$ cat config.mk
export PLATFORM = sky130hd
export DESIGN_NAME = count_monitor_flat
export DESIGN_NICKNAME = d
export VERILOG_FILES = /design/src/rtl/count_monitor_pkg.sv /design/src/rtl/count_monitor_if.sv /design/src/rtl/count_monitor_classify.sv /design/src/rtl/count_monitor.sv /design/src/flat_wrapper.sv
export SDC_FILE = /design/constraint.sdc
export NUM_CORES = 1
export LEC_CHECK = 0
export CAP_MARGIN = 40
export CELL_PAD_IN_SITES_DETAIL_PLACEMENT = 1
export CELL_PAD_IN_SITES_GLOBAL_PLACEMENT = 2
export CORE_UTILIZATION = 31
export DETAILED_ROUTE_END_ITERATION = 10
export PLACE_DENSITY_LB_ADDON = 0.1
export SYNTH_ARGS = -nofsm -noshare
export SYNTH_HDL_FRONTEND = slang
export SYNTH_SLANG_ARGS = --single-unit
$ cat constraint.sdc
create_clock -name clk -period 4.1 [get_ports clk]
set_input_delay 1.025 -clock clk [delete_from_list [all_inputs] [get_ports clk]]
set_output_delay 1.025 -clock clk [all_outputs]
set_load 0.01 [all_outputs]
$ cat src/rtl/count_monitor_pkg.sv
// count_monitor shared types: FSM states, step classes and direction encodings.
package count_mon_pkg;

  // Monitor tracking state
  typedef enum logic [1:0] {
    IDLE  = 2'd0,
    SYNC  = 2'd1,
    TRACK = 2'd2
  } state_t;

  // Classification of one sample against the previous one
  typedef enum logic [1:0] {
    STEP_HOLD = 2'd0,
    STEP_UP   = 2'd1,
    STEP_DN   = 2'd2,
    STEP_ERR  = 2'd3
  } step_t;

  localparam logic DIR_UP = 1'b1;
  localparam logic DIR_DN = 1'b0;

endpackage

$ cat src/rtl/count_monitor_if.sv
// count_monitor bus: observed counter value in, status/statistics out.
// master = environment side (drives count/en/clr), slave = monitor side.
interface count_monitor_if #(
  parameter int WIDTH = 8,
  parameter int ERRW  = 8,
  parameter int WRAPW = 16
);
  logic             en;
  logic             clr;
  logic [WIDTH-1:0] count_in;
  logic             dir;
  logic             dir_valid;
  logic             dir_chg;
  logic             hold;
  logic             wrap_up;
  logic             wrap_dn;
  logic             step_err;
  logic [ERRW-1:0]  err_cnt;
  logic [WRAPW-1:0] wrap_cnt;
  logic [WIDTH-1:0] min_val;
  logic [WIDTH-1:0] max_val;

  modport master (
    output en, clr, count_in,
    input  dir, dir_valid, dir_chg, hold, wrap_up, wrap_dn,
           step_err, err_cnt, wrap_cnt, min_val, max_val
  );

  modport slave (
    input  en, clr, count_in,
    output dir, dir_valid, dir_chg, hold, wrap_up, wrap_dn,
           step_err, err_cnt, wrap_cnt, min_val, max_val
  );
endinterface

$ cat src/rtl/count_monitor_classify.sv
// count_step_classify: combinational step classifier. Compares the new
// sample with the previous one modulo 2^WIDTH and flags wrap-around steps.
module count_step_classify
  import count_mon_pkg::*;
#(
  parameter int WIDTH = 8
) (
  input  logic [WIDTH-1:0] prev,
  input  logic [WIDTH-1:0] count_in,
  output step_t            step,
  output logic             wrap_up,
  output logic             wrap_dn
);

  logic [WIDTH-1:0] delta;

  // Modular difference; natural truncation gives the mod 2^WIDTH result
  assign delta = count_in - prev;

  // Decode delta into hold / +1 / -1 / illegal; wraps are +1 landing on 0
  // (so prev was max) and -1 landing on max (so prev was 0)
  always_comb begin
    step    = STEP_ERR;
    wrap_up = 1'b0;
    wrap_dn = 1'b0;
    if (delta == '0) begin
      step = STEP_HOLD;
    end else if (delta == WIDTH'(1)) begin
      step    = STEP_UP;
      wrap_up = (count_in == '0);
    end else if (delta == '1) begin
      step    = STEP_DN;
      wrap_dn = (count_in == '1);
    end
  end

endmodule

$ cat src/rtl/count_monitor.sv
// count_monitor: passive observer of an up/down counter bus. Infers direction,
// flags holds, wraps, reversals and illegal steps, and keeps saturating
// statistics. Optional min/max tracking is enabled by COUNT_MONITOR_MINMAX_EN;
// without it min_val/max_val read as 0.
module count_monitor
  import count_mon_pkg::*;
#(
  parameter int WIDTH = 8,
  parameter int ERRW  = 8,
  parameter int WRAPW = 16
) (
  input logic             clk,
  input logic             rst,
  count_monitor_if.slave  bus
);

  state_t           state_reg, state_next;
  logic [WIDTH-1:0] prev_reg, prev_next;
  logic             dir_reg, dir_next;
  logic             dir_valid_reg, dir_valid_next;
  logic             dir_chg_reg, dir_chg_next;
  logic             hold_reg, hold_next;
  logic             wrap_up_reg, wrap_up_next;
  logic             wrap_dn_reg, wrap_dn_next;
  logic             step_err_reg, step_err_next;
  logic [ERRW-1:0]  err_cnt_reg, err_cnt_next;
  logic [WRAPW-1:0] wrap_cnt_reg, wrap_cnt_next;

  step_t            step_cls;
  logic             cls_wrap_up;
  logic             cls_wrap_dn;
  logic             step_dir;
  logic             tracking;

  count_step_classify #(
    .WIDTH (WIDTH)
  ) u_classify (
    .prev     (prev_reg),
    .count_in (bus.count_in),
    .step     (step_cls),
    .wrap_up  (cls_wrap_up),
    .wrap_dn  (cls_wrap_dn)
  );

  assign step_dir = (step_cls == STEP_UP) ? DIR_UP : DIR_DN;
  assign tracking = bus.en && (state_reg == TRACK);

  // State register
  always_ff @(posedge clk or posedge rst) begin
    if (rst) state_reg <= IDLE;
    else     state_reg <= state_next;
  end

  // Next state: en low always parks in IDLE; otherwise IDLE->SYNC->TRACK
  always_comb begin
    state_next = state_reg;
    if (!bus.en) begin
      state_next = IDLE;
    end else begin
      case (state_reg)
        IDLE:    state_next = SYNC;
        SYNC:    state_next = TRACK;
        TRACK:   state_next = TRACK;
        default: state_next = IDLE;
      endcase
    end
  end

  // Output/datapath next values: pulses default low, everything else holds
  always_comb begin
    prev_next      = prev_reg;
    dir_next       = dir_reg;
    dir_valid_next = dir_valid_reg;
    dir_chg_next   = 1'b0;
    hold_next      = 1'b0;
    wrap_up_next   = 1'b0;
    wrap_dn_next   = 1'b0;
    step_err_next  = step_err_reg;
    err_cnt_next   = err_cnt_reg;
    wrap_cnt_next  = wrap_cnt_reg;

    if (bus.en && (state_reg == SYNC)) begin
      prev_next = bus.count_in;
    end

    if (tracking) begin
      // Illegal steps also resync prev, so only the jump itself is flagged
      prev_next = bus.count_in;
      case (step_cls)
        STEP_HOLD: hold_next = 1'b1;
        STEP_UP, STEP_DN: begin
          dir_chg_next   = dir_valid_reg && (step_dir != dir_reg);
          dir_next       = step_dir;
          dir_valid_next = 1'b1;
        end
        default: begin
          step_err_next = 1'b1;
          if (err_cnt_reg != '1) err_cnt_next = err_cnt_reg + 1'b1;
        end
      endcase
      wrap_up_next = cls_wrap_up;
      wrap_dn_next = cls_wrap_dn;
      if ((cls_wrap_up || cls_wrap_dn) && (wrap_cnt_reg != '1)) begin
        wrap_cnt_next = wrap_cnt_reg + 1'b1;
      end
    end

    // Clear wins over a coinciding event; tracking state is left alone
    if (bus.clr) begin
      step_err_next = 1'b0;
      err_cnt_next  = '0;
      wrap_cnt_next = '0;
    end
  end

  // Output and tracking registers
  always_ff @(posedge clk or posedge rst) begin
    if (rst) begin
      prev_reg      <= '0;
      dir_reg       <= 1'b0;
      dir_valid_reg <= 1'b0;
      dir_chg_reg   <= 1'b0;
      hold_reg      <= 1'b0;
      wrap_up_reg   <= 1'b0;
      wrap_dn_reg   <= 1'b0;
      step_err_reg  <= 1'b0;
      err_cnt_reg   <= '0;
      wrap_cnt_reg  <= '0;
    end else begin
      prev_reg      <= prev_next;
      dir_reg       <= dir_next;
      dir_valid_reg <= dir_valid_next;
      dir_chg_reg   <= dir_chg_next;
      hold_reg      <= hold_next;
      wrap_up_reg   <= wrap_up_next;
      wrap_dn_reg   <= wrap_dn_next;
      step_err_reg  <= step_err_next;
      err_cnt_reg   <= err_cnt_next;
      wrap_cnt_reg  <= wrap_cnt_next;
    end
  end

  assign bus.dir       = dir_reg;
  assign bus.dir_valid = dir_valid_reg;
  assign bus.dir_chg   = dir_chg_reg;
  assign bus.hold      = hold_reg;
  assign bus.wrap_up   = wrap_up_reg;
  assign bus.wrap_dn   = wrap_dn_reg;
  assign bus.step_err  = step_err_reg;
  assign bus.err_cnt   = err_cnt_reg;
  assign bus.wrap_cnt  = wrap_cnt_reg;

`ifdef COUNT_MONITOR_MINMAX_EN
  logic [WIDTH-1:0] min_reg;
  logic [WIDTH-1:0] max_reg;
  logic             armed_reg;

  // Min/max over every sample taken in SYNC/TRACK; an armed tracker reloads
  // both from the next sample (after reset or clr)
  always_ff @(posedge clk or posedge rst) begin
    if (rst) begin
      min_reg   <= '0;
      max_reg   <= '0;
      armed_reg <= 1'b1;
    end else if (bus.clr) begin
      armed_reg <= 1'b1;
    end else if (bus.en && ((state_reg == SYNC) || (state_reg == TRACK))) begin
      if (armed_reg) begin
        min_reg   <= bus.count_in;
        max_reg   <= bus.count_in;
        armed_reg <= 1'b0;
      end else begin
        if (bus.count_in < min_reg) min_reg <= bus.count_in;
        if (bus.count_in > max_reg) max_reg <= bus.count_in;
      end
    end
  end

  assign bus.min_val = min_reg;
  assign bus.max_val = max_reg;
`else
  assign bus.min_val = '0;
  assign bus.max_val = '0;
`endif

endmodule

$ cat src/flat_wrapper.sv
// flat-port wrapper written by rule: the top's interface ports become plain ports
module count_monitor_flat import count_mon_pkg::*;
#(
  parameter int WIDTH = 8,
  parameter int ERRW  = 8,
  parameter int WRAPW = 16
)
  (clk, rst, bus_en, bus_clr, bus_count_in, bus_dir, bus_dir_valid, bus_dir_chg, bus_hold, bus_wrap_up, bus_wrap_dn, bus_step_err, bus_err_cnt, bus_wrap_cnt, bus_min_val, bus_max_val);
  count_monitor_if #(.WIDTH(WIDTH), .ERRW(ERRW), .WRAPW(WRAPW)) bus_i ();
  input logic clk;
  input logic rst;
  input wire logic [$bits(bus_i.en)-1:0] bus_en;
  input wire logic [$bits(bus_i.clr)-1:0] bus_clr;
  input wire logic [$bits(bus_i.count_in)-1:0] bus_count_in;
  output wire logic [$bits(bus_i.dir)-1:0] bus_dir;
  output wire logic [$bits(bus_i.dir_valid)-1:0] bus_dir_valid;
  output wire logic [$bits(bus_i.dir_chg)-1:0] bus_dir_chg;
  output wire logic [$bits(bus_i.hold)-1:0] bus_hold;
  output wire logic [$bits(bus_i.wrap_up)-1:0] bus_wrap_up;
  output wire logic [$bits(bus_i.wrap_dn)-1:0] bus_wrap_dn;
  output wire logic [$bits(bus_i.step_err)-1:0] bus_step_err;
  output wire logic [$bits(bus_i.err_cnt)-1:0] bus_err_cnt;
  output wire logic [$bits(bus_i.wrap_cnt)-1:0] bus_wrap_cnt;
  output wire logic [$bits(bus_i.min_val)-1:0] bus_min_val;
  output wire logic [$bits(bus_i.max_val)-1:0] bus_max_val;
  assign bus_i.en = bus_en;
  assign bus_i.clr = bus_clr;
  assign bus_i.count_in = bus_count_in;
  assign bus_dir = bus_i.dir;
  assign bus_dir_valid = bus_i.dir_valid;
  assign bus_dir_chg = bus_i.dir_chg;
  assign bus_hold = bus_i.hold;
  assign bus_wrap_up = bus_i.wrap_up;
  assign bus_wrap_dn = bus_i.wrap_dn;
  assign bus_step_err = bus_i.step_err;
  assign bus_err_cnt = bus_i.err_cnt;
  assign bus_wrap_cnt = bus_i.wrap_cnt;
  assign bus_min_val = bus_i.min_val;
  assign bus_max_val = bus_i.max_val;
  count_monitor #(.WIDTH(WIDTH), .ERRW(ERRW), .WRAPW(WRAPW)) u_core (.clk(clk), .rst(rst), .bus(bus_i));
endmodule
# Word-level counts from Yosys, hierarchy flattened
# Index checks and enable logic that the tools add are counted.
# Widths: inputs -> output; s select.
# op_classes
n_eq_ne	11
n_addsub	3
n_mux	29
reduce_logical	20
# ops
cell	n
$mux 16	3
$mux 8	6
$add 16x1->16 const B	1
$eq 8x8->1 const B	2
$logic_not 8->1	2
$mux 1	16
$ne 16x16->1 const B	1
$add 8x1->8 const B	1
$eq 8x1->1 const B	1
$ne 8x8->1 const B	1
$reduce_bool 2->1	4
$sub 8x8->8	1
$mux 2	3
$reduce_and 2->1	3
$eq 2x1->1 const B	2
$eq 2x2->1 const B	2
$logic_and 1x1->1	4
$logic_not 2->1	2
$pmux 2 s2	1
$reduce_or 2->1	2
$reduce_and 3->1	1
$reduce_or 3->1	1
$ne 2x1->1 const B	1
$logic_or 1x1->1	1
$ne 1x1->1	1
# totals
inputBits	12
out_inout_bits	47
reg_bits	41

# Logic depth before layout (Yosys ltp)
# Gate-level depths: netlist of run 1.
# depth
word_depth	11
ltp_mapped	18
depth_no_buf	18

# Cells and area by module
# A second synthesis of run 1 with hierarchy kept.
# unflattened
hier_cells	279
area_unflattened_um2	2686.3
# by_module_without_submodules
mod	area_each_um2	seq_area_each_um2	cells_per_inst	instances
count_monitor	2239.6	1026.0	216	1
count_step_classify	446.7	0.0	63	1

# Worst setup path before layout of run 1
# Ideal clock, no wire load.
# synth_timing
path_kind	input -> register
start	input port bus_count_in[0]
end	register u_core.wrap_cnt_reg[3] (netlist: u_core.bus.wrap_cnt[3])
setup_slack_ns	0.276
setup_ns	0.078
stages	12
path_buffers	1
t_arrival_ns	3.746
cell_sequence	inv_1 > ha_1 > inv_1 > fa_1 > a21o_1 > a21oi_2 > xor2_1 > or4b_2 > o32a_4 > buf_6 > or4_1 > a21oi_1
# synth_between
elab_chain_len	9
elab_cells_between_ends	15
# synth_lines
item	line	rtl
from (decl)	flat_wrapper.sv:14	input wire logic [$bits(bus_i.count_in)-1:0] bus_count_in;
$sub 8x8->8	count_monitor_classify.sv:18	assign delta = count_in - prev;
$eq 8x8->1	count_monitor_classify.sv:31	end else if (delta == '1) begin
$mux 1	count_monitor_classify.sv:31	
$mux 1	count_monitor_classify.sv:28	end else if (delta == WIDTH'(1)) begin
$mux 1	count_monitor_classify.sv:26	if (delta == '0) begin
$logic_or 1x1->1 (*)	count_monitor.sv:103	if ((cls_wrap_up || cls_wrap_dn) && (wrap_cnt_reg != '1)) begin
$logic_and 1x1->1 (*)	count_monitor.sv:103	
$reduce_bool 2->1 (no source line) (*)	-	
$reduce_and 2->1 (no source line) (*)	-	
to (signal assigned)	count_monitor.sv:139	wrap_cnt_reg <= wrap_cnt_next;
to (decl)	count_monitor.sv:27	logic [WRAPW-1:0] wrap_cnt_reg, wrap_cnt_next;
# Every way passes the cells marked *; elsewhere a longest branch is shown, timed or not.
# A chain may end at the register's enable or synchronous reset.

# Worst setup path in the final report of run 1
# layout_timing
start	input port bus_count_in[4]
end	register u_core.err_cnt_reg[2] (netlist: u_core.bus.err_cnt[2])
# layout_between
elab_chain_len	9
elab_cells_between_ends	13
# layout_lines
item	line	rtl
$sub 8x8->8 (*)	count_monitor_classify.sv:18	
$eq 8x8->1	count_monitor_classify.sv:31	
$mux 1	count_monitor_classify.sv:31	
$mux 2	count_monitor_classify.sv:28	
$mux 2 (*)	count_monitor_classify.sv:26	
$eq 2x2->1 (tied with other cells)	count_monitor.sv:89	case (step_cls)
$reduce_or 3->1 (no source line) (*)	-	
$ne 2x1->1 (no source line) (*)	-	
$reduce_and 3->1 (no source line) (*)	-	
to (signal assigned)	count_monitor.sv:138	err_cnt_reg <= err_cnt_next;
to (decl)	count_monitor.sv:26	logic [ERRW-1:0] err_cnt_reg, err_cnt_next;
# Marks and branches as above.

==> summary by stage, run 1 <==
Final layout
The area growth from synthesis to layout is 35.4%. Leaving out fill and tap cells, the most frequent cell in the layout is sky130_fd_sc_hd__buf_4. In the layout the commonest cells are sky130_fd_sc_hd__buf_4 (45), sky130_fd_sc_hd__dfrtp_1 (41), sky130_fd_sc_hd__clkdlybuf4s50_1 (39). The post-layout net count is 397. The proportion of layout cells with a drive suffix above 1 is 22.6%. Counting the fill cells in the layout gives 965. The flip-flop count of the largest register, all copies and words added is 16. The repair_antennas step left the layout with diodes totalling 0. The final cell count without fillers is 473.

Global routing
Entering global routing, the biggest net connects 28 pins. The via count of the first global-routing pass is between 2000 and 2500. The number of antenna violations at the first check in global routing was 0.

Global routing consumed, over all layers together, around 17% of the routing resources. Global routing finished with a remaining overflow of 0. The first global-routing pass estimated 11500 um of wire.

Clock network
The clock drives 41 sinks. The maximum root-to-sink buffer count is 2. The clock edge transition at the registers on the reported setup and hold paths is around 0.080 ns.

For the worst-skew pair, the clock arrives at the later sink with an insertion delay of 0.30 ns. The number of clock buffers inserted by TritonCTS is 5. Clock tree synthesis selected as its root buffer the cell sky130_fd_sc_hd__clkbuf_8.

The TritonCTS clock tree is built. In this run the number of H-tree levels came out at 2.

Critical path
The kind of start point of the critical path is an input pin. The largest fanout on the critical path is 4. The worst setup path is captured at a register. The number of cells on the critical path is 18. The library cell appearing most often on the critical path is sky130_fd_sc_hd__buf_4. Counting cells, the worst reg-to-reg path comes to 11. In this run the critical register-to-register path is captured at u_core.bus.wrap_cnt[10]$_DFFE_PP0P_.

The slowest cell on the critical path is sky130_fd_sc_hd__clkdlybuf4s50_1. Traced cell by cell, the critical path runs through clkdlybuf4s50_1, ha_1, nand2_1, buf_4, a311oi_2, o21ai_2, nor3b_2, and3_1, inv_2, o22ai_2, inv_2, ha_2, o211a_1, buf_4, buf_4, nand2_1, xor2_1, nor2_1. The largest single stage delay on the critical path is 0.43 ns. In this run the critical register-to-register path is launched from u_core.prev_reg[0]$_DFFE_PP0P_. In this design, the largest share of critical-path delay is due to buffers and inverters.

The worst endpoint data arrival time is 4.01 ns. The launch point of the critical path is bus_count_in[4]. The register-to-register setup slack is 0.83 ns. The critical path capture point is u_core.bus.err_cnt[2]$_DFFE_PP0P_. The combined buffer and inverter count along the critical path is 6. STA puts the critical path data required time at 4.27 ns. The type of the worst setup path is input pin to register.

Synth
The number of flops mapped to enable cells by yosys is 0. In this run, synthesis produced a sequential element count of 41. Of all flip-flops after synthesis, the portion carrying an async set or reset was 100%. The share of the yosys chip area belonging to registers is 38.7%. The count of warnings emitted by yosys is 0. The count of mapped cells out of synthesis is 283.

The netlist area before placement is between 0.002 and 0.003 mm2. The fraction of synthesized cell area taken by the top area cell type is 38.7%. In the synthesized netlist the dominant register cell turns out to be sky130_fd_sc_hd__dfrtp_1. In this run, distinct cell masters in the synthesized netlist total 49.

After synthesis, the cell types taking the most area are sky130_fd_sc_hd__dfrtp_1 (39%), sky130_fd_sc_hd__ha_1 (7.5%), sky130_fd_sc_hd__buf_4 (4.5%). The biggest area consumer among synthesized cells is sky130_fd_sc_hd__dfrtp_1. A synthesized cell averages 9.37 um2.

Timing
The final number of max-transition violations is 0. The worst setup skew after layout is 0.0101 ns. The minimum hold slack is 0.507 ns. The final setup violation count is 0. Across all setup checks in the final design, the least slack found is 0.260 ns. The final-report hold violation count is 0. The worst path uses between 90% and 100% of the clock period. The worst-case headroom to the max-slew limit is 43.9%. The final period demand of the worst path is 3.84 ns. The slew at the pin closest to its max-slew limit is about 0.84 ns. Setup repair after global routing left no endpoint under its margin. The timing-limited maximum frequency is around 260 MHz.

Route
In the final routed layout, each cell accounts on average for roughly 14 um. Wires add up to around 6800 um. The number of vias in the routed layout is 2364. The number of nets with antenna violations after routing is 0. The average vias per placed instance is about 5.0. The first-iteration detailed-routing DRC count is 55. The number of remaining DRC errors is 0. The number of search-and-repair iterations in the first detailed-routing pass is 4.

Die
The initial core utilization is 32.1%. The die boundary width is approximately 95 um. The floorplan die height is 94.5 um. The core area is 0.00826 mm2. The count of boundary I/O pins is 59.

The floorplan has 33 rows. The floorplan die area is around 0.0089 mm2.

Placed design
Port buffering added 42 buffers. At the placement stage, the worst setup path has a slack of -0.554 ns. The final estimated routing congestion in global placement is approximately 0.76. The half-perimeter wire length after detailed placement is about 5300 um. Once placement completed, the tool counted placed cells totaling 460.

Power
Summed over all cells, the static leakage comes to between 1.5 and 2 nW. The power density over the cells is 438 mW/mm2. The design draws 1.57 mW. The maximum VDD drop is 0.221 mV.

Job
The max-capacitance violation count is 0.

Min path
The type of the most critical hold path is register to register.

Status
The flow ran to the end, and the final reports show no timing, DRC or antenna violations.
[cell type report]
class / instances / area (um2) / share of cell area, %
multi-input combinational: 214 / 1490 / 41.6
timing repair buffer: 87 / 766 / 21.3
clock buffer: 5 / 68.8 / 1.92
sequential: 41 / 1030 / 28.6
inverter: 19 / 71.3 / 1.99
tap: 105 / 131 / 3.66
clock inverter: 2 / 35.0 / 0.976
[cells in the mapped netlist (6+ instances only)]
cell,number
sky130_fd_sc_hd__a21oi_1,20
sky130_fd_sc_hd__buf_4,16
sky130_fd_sc_hd__clkbuf_1,6
sky130_fd_sc_hd__dfrtp_1,41
sky130_fd_sc_hd__ha_1,16
sky130_fd_sc_hd__inv_1,19
sky130_fd_sc_hd__mux2_2,9
sky130_fd_sc_hd__nand2_1,15
sky130_fd_sc_hd__nand3_1,12
sky130_fd_sc_hd__nand4_1,10
sky130_fd_sc_hd__nor2_1,19
sky130_fd_sc_hd__o21ai_0,9
sky130_fd_sc_hd__o31ai_1,11
sky130_fd_sc_hd__or4_1,11
sky130_fd_sc_hd__xor2_1,9
[power breakdown]
part	total, mW	switching (mW)	internal (mW)
logic	0.766	0.370	0.396
registers	0.480	0.0285	0.451
clock network	0.326	0.149	0.177
[worst min-delay path by stage]
stage,from,endpoint,slack [ns],cells past startpoint
2_1_floorplan,u_core.prev_reg[0]$_DFFE_PP0P_,u_core.prev_reg[0]$_DFFE_PP0P_,0.48,2
3_3_place_gp,u_core.bus.dir_valid$_DFFE_PP0P_,u_core.bus.dir_valid$_DFFE_PP0P_,0.49,1
3_5_place_dp,u_core.prev_reg[5]$_DFFE_PP0P_,u_core.prev_reg[5]$_DFFE_PP0P_,0.49,1
4_1_cts,u_core.prev_reg[5]$_DFFE_PP0P_,u_core.prev_reg[5]$_DFFE_PP0P_,0.51,1
5_1_grt,u_core.prev_reg[6]$_DFFE_PP0P_,u_core.prev_reg[6]$_DFFE_PP0P_,0.52,1
6_report,u_core.prev_reg[5]$_DFFE_PP0P_,u_core.prev_reg[5]$_DFFE_PP0P_,0.51,1
[worst register-to-register path: cells and delay by family (launching register included)]
kind,cells,cell delay (ns)
AND/OR/NAND/NOR,2,1.16
buffers and inverters,2,0.18
XOR/XNOR,1,0.06
flip-flops,1,0.40
AO/OA/AOI/OAI,4,0.88
adder cells (fa/ha/maj),2,0.51
[per-stage QoR]
stage,area (um2),utilization (%),TNS [ns]
floorplan,2710,-,0
global placement,3390,41.1,-6.97
detailed placement,3390,41.1,-7.77
CTS,3550,43.0,0
global route,3590,43.5,0
finish,3590,43.5,0
[per-layer routing]
metal | global-route usage [%] | part of all wire, %
met5 | 0 | 0
met4 | 5.68 | 1.5
met3 | 2.66 | 2.6
met2 | 29.2 | 50
met1 | 20.9 | 46
[kinds of logic after synthesis]
| logic type | after synthesis | synth area share, % |
|---|---|---|
| and+or+nand+nor | 96 | 19.9 |
| AOI/OAI and AO/OA | 62 | 15.8 |
| buffers and inverters | 43 | 8.68 |
| DFF | 41 | 38.7 |
| adders and majority gates | 17 | 8.30 |
| xor gates and xnor gates | 13 | 4.29 |
| muxes | 10 | 4.20 |
| other | 1 | 0.141 |
[repair_timing]
action,4_1_cts,5_1_grt
endpoints found under the setup margin,8,22
pin swaps,4,4
setup buffers,5,1
hold buffers,0,0
gates resized for setup,4,11
(Power assumes the default switching activity.)
==> run 2, diff against run 1 <==
--- a/config.mk
+++ b/config.mk
@@ -11,6 +11,7 @@
 export CORE_UTILIZATION = 31
 export DETAILED_ROUTE_END_ITERATION = 10
 export PLACE_DENSITY_LB_ADDON = 0.1
+export SKIP_CTS_REPAIR_TIMING = 1
 export SYNTH_ARGS = -nofsm -noshare
 export SYNTH_HDL_FRONTEND = slang
 export SYNTH_SLANG_ARGS = --single-unit
==> run 2 against run 1 <==
Highest routed layer unchanged. Sequential share of layout area is essentially flat. Cell count down 0.21%. Critical path depth decreased by 3. Non-clock buffer count fell by 1. Clock-buffer cell count is the same. Global-route usage fell by 0.085 points. Largest power group unchanged. Combinational power about the same. Die area did not move. Register-to-register slack got worse by 0.05 ns.
==> summary by stage, run 2 (same netlist as run 1, synthesis figures left out) <==
Global routing
The via count of the first global-routing pass is 2367. After global routing the overflow that remains totals 0. The total track usage is 16.6%. The number of antenna violations at the first check in global routing is 0. The first global-routing pass estimated between 10000 and 15000 um of wire. Entering global routing, the biggest net connects 28 pins.

Clock network
The H-tree generated during clock tree synthesis spans 2 levels. Clock latency on the worst-skew pair, taken at its later pin, is 0.30 ns. The number of clock buffers added by TritonCTS is 5. The maximum root-to-sink buffer count is 2.

The TritonCTS clock tree is built. The master cell of the clock root buffer is sky130_fd_sc_hd__clkbuf_8. The clock edge transition at the registers on the reported setup and hold paths is ~0.08 ns.

The clock net sink count is 41.

Critical path
The cell that appears most often on the critical path is sky130_fd_sc_hd__inv_2. In this run the register-to-register setup slack is 0.78 ns. In this run the worst path has a maximum fanout of 5. The stage delay of the slowest cell on the critical path is between 0.4 and 0.5 ns.

Measured in cells, the most critical reg-to-reg path has a length of 16. The slowest stage of the critical path is the sky130_fd_sc_hd__clkdlybuf4s50_1 cell. By startpoint and endpoint, the worst setup path is classified as input pin to register. Traced cell by cell, the critical path runs through clkdlybuf4s50_1, ha_1, nand2_1, buf_4, a211o_1, a31o_2, and3_1, inv_2, o22ai_2, inv_2, ha_2, o211a_1, nand4_1, or3_1, a21oi_2. The worst register-to-register path begins at u_core.prev_reg[0]$_DFFE_PP0P_. The kind of start point of the critical path is an input pin.

The capture instance of the worst register-to-register path is u_core.bus.err_cnt[5]$_DFFE_PP0P_. The critical path capture point type is a register. The worst endpoint data arrival time is between 4 and 5 ns.

For the worst setup path, the data required time is about 4.3 ns.

Final layout
The repair_antennas step left the layout with diodes totalling 0. The signed area change from the synthesized netlist to the final layout is 35.1%. In the final layout, the share of cells above drive strength 1 is 22.6%. The register with the most flip-flops in the layout has 16 of them. The post-layout net count is 396. In the layout the commonest cells are sky130_fd_sc_hd__buf_4 (44), sky130_fd_sc_hd__dfrtp_1 (41), sky130_fd_sc_hd__clkdlybuf4s50_1 (40).

Leaving out fill and tap cells, the most frequent cell in the layout is sky130_fd_sc_hd__buf_4. The final cell count without fillers is 472. The filler cell count is 964.

Power
The clock network burns 20.7% of the power. The part of the power in registers is 30.5%. In this run the static leakage power is 1.52 nW. The internal power of the cells totals 1.02 mW. Summed over all nets, the switching power comes to 0.550 mW. Of the total power, the share spent switching nets is 34.9%. The design draws 1.57 mW.

Power spread over the standard cell area amounts to 439 mW/mm2. The maximum VDD drop is 0.227 mV. The combinational share of power is approximately half.

Timing
The worst-case headroom to the max-slew limit is a little over two fifths. The total negative slack is 0 ns. The slew at the pin closest to its max-slew limit is 0.837 ns. The fraction of the cycle the final worst path needs is 95.8%. Setup repair after global routing left no endpoint under its margin. The timing-limited maximum frequency is 255 MHz. The final number of max-transition violations is 0. The final setup violation count is 0.

For the final database, setup skew stands at 0.0100 ns. The final-report hold violation count is 0. The worst path in the final design needs a cycle of 3.93 ns, including I/O delays and setup.

Die
The count of boundary I/O pins is 59. The floorplan step set the die width to 94.5 um. The core area is 0.00826 mm2. The floorplan step set the die height to 94.5 um. In this run the core area contains 33 standard-cell rows. The initial core utilization is 32.1%. The die covers 0.00893 mm2.

Route
The pre-antenna-repair detailed-routing pass consisted of 4 iterations. For this run, design rule violations remaining after detail routing come to 0. The final route contains approximately 2400 vias.

The detail route stage leaves a number of antenna-violating nets equal to 0. After detailed routing, the number of vias per cell comes to 5.01. The average wire per standard cell is 14.4 um. The first-iteration detailed-routing DRC count is 58. The wire length after detailed routing is 6790 um.

Placed design
At the end of routability-driven placement, the weighted congestion stood at 0.760. Input and output buffers added on the ports amount to 42. The half-perimeter wire length after detailed placement is 5320 um. After detailed placement, the design holds a cell count of 460.

Status
The flow ran to the end, and the final reports show no timing, DRC or antenna violations.

Job
The tool flagged a number of max-cap violations equal to 0.

Min path
The launch instance of the worst min-delay path is u_core.prev_reg[5]$_DFFE_PP0P_. Along the worst hold path, the cell count comes to 1. The worst hold path terminates at u_core.prev_reg[5]$_DFFE_PP0P_. The type of the most critical hold path is register to register.
[run 2: area by class of cell]
| cell class | count | area [um2] | area share (%) |
|---|---|---|---|
| multi-input cells | 214 | 1500 | 41.7 |
| repair buffers | 86 | 756 | 21.1 |
| clock inverters | 2 | 35.0 | 0.977 |
| flip-flops and latches | 41 | 1030 | 28.6 |
| inverters | 19 | 71.3 | 1.99 |
| well taps | 105 | 131 | 3.66 |
| clock buffers | 5 | 68.8 | 1.92 |
[run 2: stage by stage]
step	utilization, %	hold slack (ns)	cell area [um2]	worst slack (ns)
after floorplan	-	0.479	2710	0.276
after global placement	41.1	0.487	3390	-0.505
after detailed placement	41.1	0.494	3390	-0.554
after CTS	42.4	0.513	3500	-0.223
after global routing	43.4	0.522	3580	0.00892
final	43.4	0.507	3580	0.172
[run 2: metal layers]
layer	wire (um)	GRT usage [%]	vias to the layer above	part of all wire [%]
met5	0	0	-	0
met3	170	2.66	8	2.5
met4	99	5.68	0	1.5
met1	3130	20.8	1170	46
li1	-	-	1145	-
met2	3390	29.0	40	50
[run 2: worst max path at each step]
stage / start / end / slack (ns) / cells past startpoint
floorplan: bus_count_in[0] / u_core.bus.wrap_cnt[3]$_DFFE_PP0P_ / 0.28 / 12
global placement: bus_count_in[0] / u_core.bus.err_cnt[6]$_DFFE_PP0P_ / -0.51 / 19
detailed placement: bus_count_in[0] / u_core.bus.err_cnt[5]$_DFFE_PP0P_ / -0.55 / 18
CTS: bus_count_in[0] / u_core.bus.err_cnt[5]$_DFFE_PP0P_ / -0.22 / 18
global route: bus_count_in[2] / u_core.bus.err_cnt[6]$_DFFE_PP0P_ / 0.009 / 17
finish: bus_count_in[4] / u_core.bus.err_cnt[5]$_DFFE_PP0P_ / 0.17 / 15
[run 2: power groups by stage]
| stage | clock network (mW) | registers, mW | logic [mW] |
|---|---|---|---|
| after global placement | 0 | 0.486 | 0.699 |
| after floorplan | 0 | 0.482 | 0.448 |
| after CTS | 0.345 | 0.481 | 0.715 |
| after detailed placement | 0 | 0.489 | 0.711 |
| final | 0.326 | 0.480 | 0.769 |
| after global routing | 0.351 | 0.486 | 0.858 |
[run 2: worst max-delay path: cells and delay by family]
kind,cells,cell delay (ns)
AO/OA/AOI/OAI,5,0.92
AND/OR/NAND/NOR,4,0.94
buffers and inverters,4,0.74
adder cells (fa/ha/maj),2,0.54
